--- src/rtl/mul_float_normalize_round_pipe.sv ---
// Two-stage normalize/round stage of the float multiplier: stage 1 normalizes the raw
// product by at most one bit, stage 2 rounds in the per-transaction mode. Valid/busy with bubble collapse.
module mul_float_normalize_round_pipe #(
  parameter int FRACT_W  = 24,
  parameter int EXP_W    = 10,
  parameter int EXCEPT_W = 6
) (
  input  logic                  iCLOCK,
  input  logic                  iRESET_SYNC,
  input  logic                  iDATA_VALID,
  output logic                  oDATA_BUSY,
  input  logic                  iDATA_SIGN,
  input  logic [EXP_W-1:0]      iDATA_EXP,
  input  logic [2*FRACT_W-1:0]  iDATA_FRACT,
  input  logic [2:0]            iDATA_RMODE,
  input  logic [EXCEPT_W-1:0]   iDATA_EXCEPT,
  output logic                  oDATA_VALID,
  input  logic                  iDATA_BUSY,
  output logic                  oDATA_SIGN,
  output logic [EXP_W-1:0]      oDATA_EXP,
  output logic [FRACT_W-1:0]    oDATA_FRACT,
  output logic                  oDATA_INEXACT,
  output logic [EXCEPT_W-1:0]   oDATA_EXCEPT
);

  localparam int PW = 2 * FRACT_W;

  typedef enum logic [2:0] {
    RM_RNE = 3'd0,
    RM_RTZ = 3'd1,
    RM_RDN = 3'd2,
    RM_RUP = 3'd3,
    RM_RMM = 3'd4
  } rmode_t;

  // Stage registers
  logic                s1_valid, s2_valid;
  logic                s1_sign;
  logic [EXP_W-1:0]    s1_exp;
  logic [FRACT_W-1:0]  s1_sig;
  logic                s1_l, s1_g, s1_s;
  logic [2:0]          s1_rmode;
  logic [EXCEPT_W-1:0] s1_except;

  logic                s2_sign;
  logic [EXP_W-1:0]    s2_exp;
  logic [FRACT_W-1:0]  s2_fract;
  logic                s2_inexact;
  logic [EXCEPT_W-1:0] s2_except;

  logic s1_en, s2_en;

  // An empty s2 always accepts, so a bubble collapses even while downstream is busy.
  assign s2_en      = !s2_valid || !iDATA_BUSY;
  assign s1_en      = !s1_valid || s2_en;
  assign oDATA_BUSY = !s1_en;

  // Stage 1 next-state: one-bit normalization
  logic [FRACT_W-1:0] n_sig;
  logic [EXP_W-1:0]   n_exp;
  logic               n_l, n_g, n_s;

  // NOTE: every always_comb output gets a value on every path, otherwise a latch is inferred.
  always_comb begin
    n_sig = iDATA_FRACT[PW-2:FRACT_W-1];
    n_l   = iDATA_FRACT[FRACT_W-1];
    n_g   = iDATA_FRACT[FRACT_W-2];
    n_s   = |iDATA_FRACT[FRACT_W-3:0];
    n_exp = iDATA_EXP;
    if (iDATA_FRACT[PW-1]) begin
      n_sig = iDATA_FRACT[PW-1:FRACT_W];
      n_l   = iDATA_FRACT[FRACT_W];
      n_g   = iDATA_FRACT[FRACT_W-1];
      n_s   = |iDATA_FRACT[FRACT_W-2:0];
      n_exp = iDATA_EXP + EXP_W'(1);
    end
  end

  // Stage 2 next-state: rounding increment and carry renormalization
  logic               inc;
  logic [FRACT_W:0]   sum;
  logic [FRACT_W-1:0] r_fract;
  logic [EXP_W-1:0]   r_exp;

  always_comb begin
    case (s1_rmode)
      RM_RTZ:  inc = 1'b0;
      RM_RDN:  inc = s1_sign && (s1_g || s1_s);
      RM_RUP:  inc = !s1_sign && (s1_g || s1_s);
      RM_RMM:  inc = s1_g;
      default: inc = s1_g && (s1_l || s1_s);
    endcase
    sum     = {1'b0, s1_sig} + (FRACT_W+1)'(inc);
    r_fract = sum[FRACT_W-1:0];
    r_exp   = s1_exp;
    if (sum[FRACT_W]) begin
      r_fract = {1'b1, {(FRACT_W-1){1'b0}}};
      r_exp   = s1_exp + EXP_W'(1);
    end
  end

  // NOTE: sequential state uses non-blocking assignments so every register samples pre-edge values.
  always_ff @(posedge iCLOCK) begin
    if (iRESET_SYNC) begin
      // NOTE: data registers are reset too, so every output reads 0 after reset.
      s1_valid   <= 1'b0;
      s1_sign    <= 1'b0;
      s1_exp     <= '0;
      s1_sig     <= '0;
      s1_l       <= 1'b0;
      s1_g       <= 1'b0;
      s1_s       <= 1'b0;
      s1_rmode   <= '0;
      s1_except  <= '0;
      s2_valid   <= 1'b0;
      s2_sign    <= 1'b0;
      s2_exp     <= '0;
      s2_fract   <= '0;
      s2_inexact <= 1'b0;
      s2_except  <= '0;
    end else begin
      if (s1_en) begin
        s1_valid  <= iDATA_VALID;
        s1_sign   <= iDATA_SIGN;
        s1_exp    <= n_exp;
        s1_sig    <= n_sig;
        s1_l      <= n_l;
        s1_g      <= n_g;
        s1_s      <= n_s;
        s1_rmode  <= iDATA_RMODE;
        s1_except <= iDATA_EXCEPT;
      end
      if (s2_en) begin
        s2_valid   <= s1_valid;
        s2_sign    <= s1_sign;
        s2_exp     <= r_exp;
        s2_fract   <= r_fract;
        s2_inexact <= s1_g || s1_s;
        s2_except  <= s1_except;
      end
    end
  end

  assign oDATA_VALID   = s2_valid;
  assign oDATA_SIGN    = s2_sign;
  assign oDATA_EXP     = s2_exp;
  assign oDATA_FRACT   = s2_fract;
  assign oDATA_INEXACT = s2_inexact;
  assign oDATA_EXCEPT  = s2_except;

endmodule

--- config.mk ---
export PLATFORM = sky130hd
export DESIGN_NAME = mul_float_normalize_round_pipe
export DESIGN_NICKNAME = d
export VERILOG_FILES = /design/src/rtl/mul_float_normalize_round_pipe.sv
export SDC_FILE = /design/constraint.sdc
export NUM_CORES = 1
export LEC_CHECK = 0
export CAP_MARGIN = 20
export CORE_MARGIN = 2
export CORE_UTILIZATION = 45
export CTS_CLUSTER_SIZE = 16
export DETAILED_ROUTE_END_ITERATION = 12
export PLACE_DENSITY = 0.74
export SLEW_MARGIN = 30
export SYNTH_ARGS = -nofsm -noshare
export SYNTH_HDL_FRONTEND = slang
export SYNTH_SLANG_ARGS = --single-unit
--- constraint.sdc ---
create_clock -name iCLOCK -period 3.05 [get_ports iCLOCK]
set_input_delay 0.4575 -clock iCLOCK [delete_from_list [all_inputs] [get_ports iCLOCK]]
set_output_delay 0.4575 -clock iCLOCK [all_outputs]
set_load 0.005 [all_outputs]
==> impl_metrics.json, run 1 <==
{
  "cts.htree.levels": 3,
  "grt_pass1_vias": 3493,
  "cts_sinks": 90,
  "fin_nets": 667,
  "routedWlPerCell_um": 14.1,
  "fmax_mhz": 371,
  "slew_headroom_pct": 51.1,
  "syn2layout_area_growth_pct": 34.1,
  "hold_viol": 0,
  "cts_tree": "done",
  "hp-start": "s1_except[2]",
  "hold_class": "flip-flop to flip-flop",
  "whs_endpoint": "s1_except[2]",
  "yosys_warnings": 0,
  "critPathLaunchType": "flip-flop",
  "overflow": 0,
  "vias": 3768,
  "antenna_cells": 0,
  "die_area_mm2": 0.0100,
  "synth.avg_cell_area_um2": 8.54,
  "endpoint_kind": "flip-flop",
  "first_iter_violations": 129,
  "grt_max_degree": 81,
  "rrSetupSlack_ns": 0.35,
  "yosys.area.top_type_share_pct": 43.3,
  "place_hpwl_mm": 7.28,
  "ant_nets": 0,
  "ys.flop_type": "dfxtp_1",
  "async_flop_share_pct": 0,
  "critPathMaxFanout": 16,
  "drv_slew": 0,
  "timing.rr.end": "oDATA_EXP[9]",
  "antenna_found_initial": 0,
  "finalCritPeriodShare_pct": 88.4,
  "drc_errors": 0,
  "clk_pin_slew_worst_paths_ns": 0.09,
  "io_pins": 116,
  "worst_slack_ns": 0.353,
  "fin_skew_ns": 0.0103,
  "cts_buffers": 9,
  "netlist_top_cells_area": "dfxtp_1 43%, a211oi_1 8.7%, mux2i_1 6.3%",
  "fillers": 835,
  "final_cell_mix": "113 x clkdlybuf4s50_1, 90 x dfxtp_1, 66 x nor2_1, 61 x nand2_1, 48 x a211oi_1",
  "final_common_cell": "clkdlybuf4s50_1",
  "p_leak_nw": 2.13,
  "drv_cap": 0,
  "initial_utilization_pct": 45.7,
  "final.min_clock_period_ns": 2.70,
  "required_ns": 3.33,
  "place.gp.congestion": 0.830,
  "synth_area_mm2": 0.00416,
  "core-area_mm2": 0.00911,
  "die-width_um": 100,
  "num_rows": 35,
  "ys_ff_latch": 90,
  "r2r_start": "s1_rmode[0]",
  "cts_root_buf": "clkbuf_8",
  "clockBufferDepth": 2,
  "ir_worst_vdd_uv": 187,
  "die_h_um": 100,
  "first_pass_iters": 6,
  "worst_pin_slew_ns": 0.734,
  "grt_pass1_wl_mm": 16.2,
  "synth-edff-count": 0,
  "worst-setup-path-type": "flip-flop to flip-flop",
  "drt_wl_total_mm": 9.94,
  "clk_latency_ns": 0.37,
  "drive_above_1_share_pct": 6.38,
  "min_delay_path_depth": 2,
  "grtUsageTotal_pct": 20.2,
  "synth_top_area_cell": "dfxtp_1",
  "critPathArrivalTime_ns": 2.97,
  "yosysSeqAreaShare_pct": 43.3,
  "fin_tns_setup_ns": 0,
  "cpPeakStageDelay_ns": 0.56,
  "setup_violations": 0,
  "synth_nets": 563,
  "path_cells": "nor2_1 > o21ai_0 > nand2_1 > a21oi_1 > nor2_1 > ha_1 > ha_2 > nand3_1 > nor2_4 > nand3_4 > or4_1 > a311oi_1",
  "netlist-cell-type-count": 37,
  "netlist_instances": 487,
  "post-place-ws_ns": 0.257,
  "crit_path_top_delay_cell": "or4_1",
  "routed_via_density": 5.33,
  "rsz0062_at_grt": "no",
  "rr_worst_depth": 12,
  "portBuffers": 115,
  "powerDensity_mw_per_mm2": 433,
  "status": "completed",
  "cpMostUsedCell": "nor2_1"
}
what timing repair did:
| item | 4_1_cts | 5_1_grt |
|---|---|---|
| setup endpoints to repair | 0 | 4 |
| setup buffers | 0 | 3 |
| gates resized for setup | 0 | 1 |
| hold buffers | 0 | 0 |
power breakdown:
part	switching [W]	leakage (nW)	internal, W	total [W]
logic	0.000133	1.30	0.000213	0.000346
registers	0.0000668	0.746	0.00125	0.00132
clock network	0.000431	0.0882	0.000318	0.000749
total	0.000631	2.13	0.00178	0.00241
cell type report:
| type | instances | area (µm²) | share of cell area [%] |
|---|---|---|---|
| Clock buffer | 10 | 138 | 2.47 |
| Tap cell | 111 | 139 | 2.49 |
| Multi-Input combinational cell | 360 | 2220 | 39.7 |
| Inverter | 4 | 15.0 | 0.269 |
| Clock inverter | 6 | 42.5 | 0.763 |
| Sequential cell | 90 | 1800 | 32.3 |
| Timing Repair Buffer | 126 | 1220 | 21.9 |
routing by layer:
layer / vias to the layer above / global-route usage [%] / routed length [µm]
li1: 1946 / - / -
met1: 1736 / 24.6 / 4420
met2: 73 / 36.2 / 5040
met3: 13 / 2.79 / 319
met4: 0 / 7.59 / 159
met5: - / 0 / 0
per-stage QoR:
stage,area (µm²),power (W),hold slack (ns),utilization [%],instances
after floorplan,4160,0.00149,0.432,-,487
after global placement,5370,0.00168,0.438,59.0,688
after detailed placement,5370,0.00169,0.444,59.0,688
after CTS,5550,0.00243,0.457,60.9,704
after global routing,5580,0.00252,0.482,61.2,707
final,5580,0.00241,0.456,61.2,707
kinds of logic (layout without fill, tap and decap cells):
group | Yosys count | count (layout) | synth area share (%)
xor+xnor | 35 | 35 | 7.37
mux | 26 | 26 | 6.26
simple gates | 195 | 195 | 22.5
flops | 90 | 90 | 43.3
buf+inv | 37 | 146 | 3.52
compound gates | 100 | 100 | 15.8
fa+ha+maj | 4 | 4 | 1.20
worst max-delay path by stage:
stage               slack, ns        start           end  cells after the start
floorplan                0.69      s1_sign  oDATA_EXP[7]                     11
global placement         0.39      s1_sign  oDATA_EXP[5]                     11
detailed placement       0.26  s1_rmode[0]  oDATA_EXP[9]                     12
CTS                      0.24  s1_rmode[0]  oDATA_EXP[9]                     12
global route             0.02  s1_rmode[0]  oDATA_EXP[9]                     12
finish                   0.35  s1_rmode[0]  oDATA_EXP[9]                     12
flip-flops by register name, summed over array words and instances, names as in the netlist, 3 cells and up:
| register | flops |
|---|---|
| s1_rmode | 3 |
| s1_sig | 24 |
| oDATA_FRACT | 24 |
| oDATA_EXCEPT | 6 |
| s1_except | 6 |
| oDATA_EXP | 10 |
| s1_exp | 10 |
cell usage after synthesis, types with 2 or more instances:
cell	n
mux2i_1	26
o21ai_0	16
or3_1	2
xnor2_1	16
or4_1	4
dfxtp_1	90
xor2_1	19
and3_1	8
inv_1	4
buf_1	3
o31ai_1	5
clkbuf_1	26
nor2_4	2
nand4_1	12
buf_2	3
a311oi_1	5
nor2_1	66
nand2_1	62
ha_1	4
a211oi_1	48
and2_1	2
and4_1	2
nand3_1	19
nor4_1	5
nor3_1	4
a21oi_1	23
critical path, delay by kind of cell, from the launching register on:
kind            cells  cell delay, ns
simple gates        7            1.43
flops               1            0.34
fa+ha+maj           2            0.40
compound gates      3            0.42
(Power assumes the default switching activity.)
==> run 2, diff against run 1 <==
--- a/config.mk
+++ b/config.mk
@@ -5,13 +5,12 @@
 export SDC_FILE = /design/constraint.sdc
 export NUM_CORES = 1
 export LEC_CHECK = 0
-export CAP_MARGIN = 20
 export CORE_MARGIN = 2
 export CORE_UTILIZATION = 45
 export CTS_CLUSTER_SIZE = 16
 export DETAILED_ROUTE_END_ITERATION = 12
 export PLACE_DENSITY = 0.74
-export SLEW_MARGIN = 30
+export SLEW_MARGIN = 20
 export SYNTH_ARGS = -nofsm -noshare
 export SYNTH_HDL_FRONTEND = slang
 export SYNTH_SLANG_ARGS = --single-unit
==> results of run 2 <==
Final layout, timing and power as in run 1 (identical DEF).
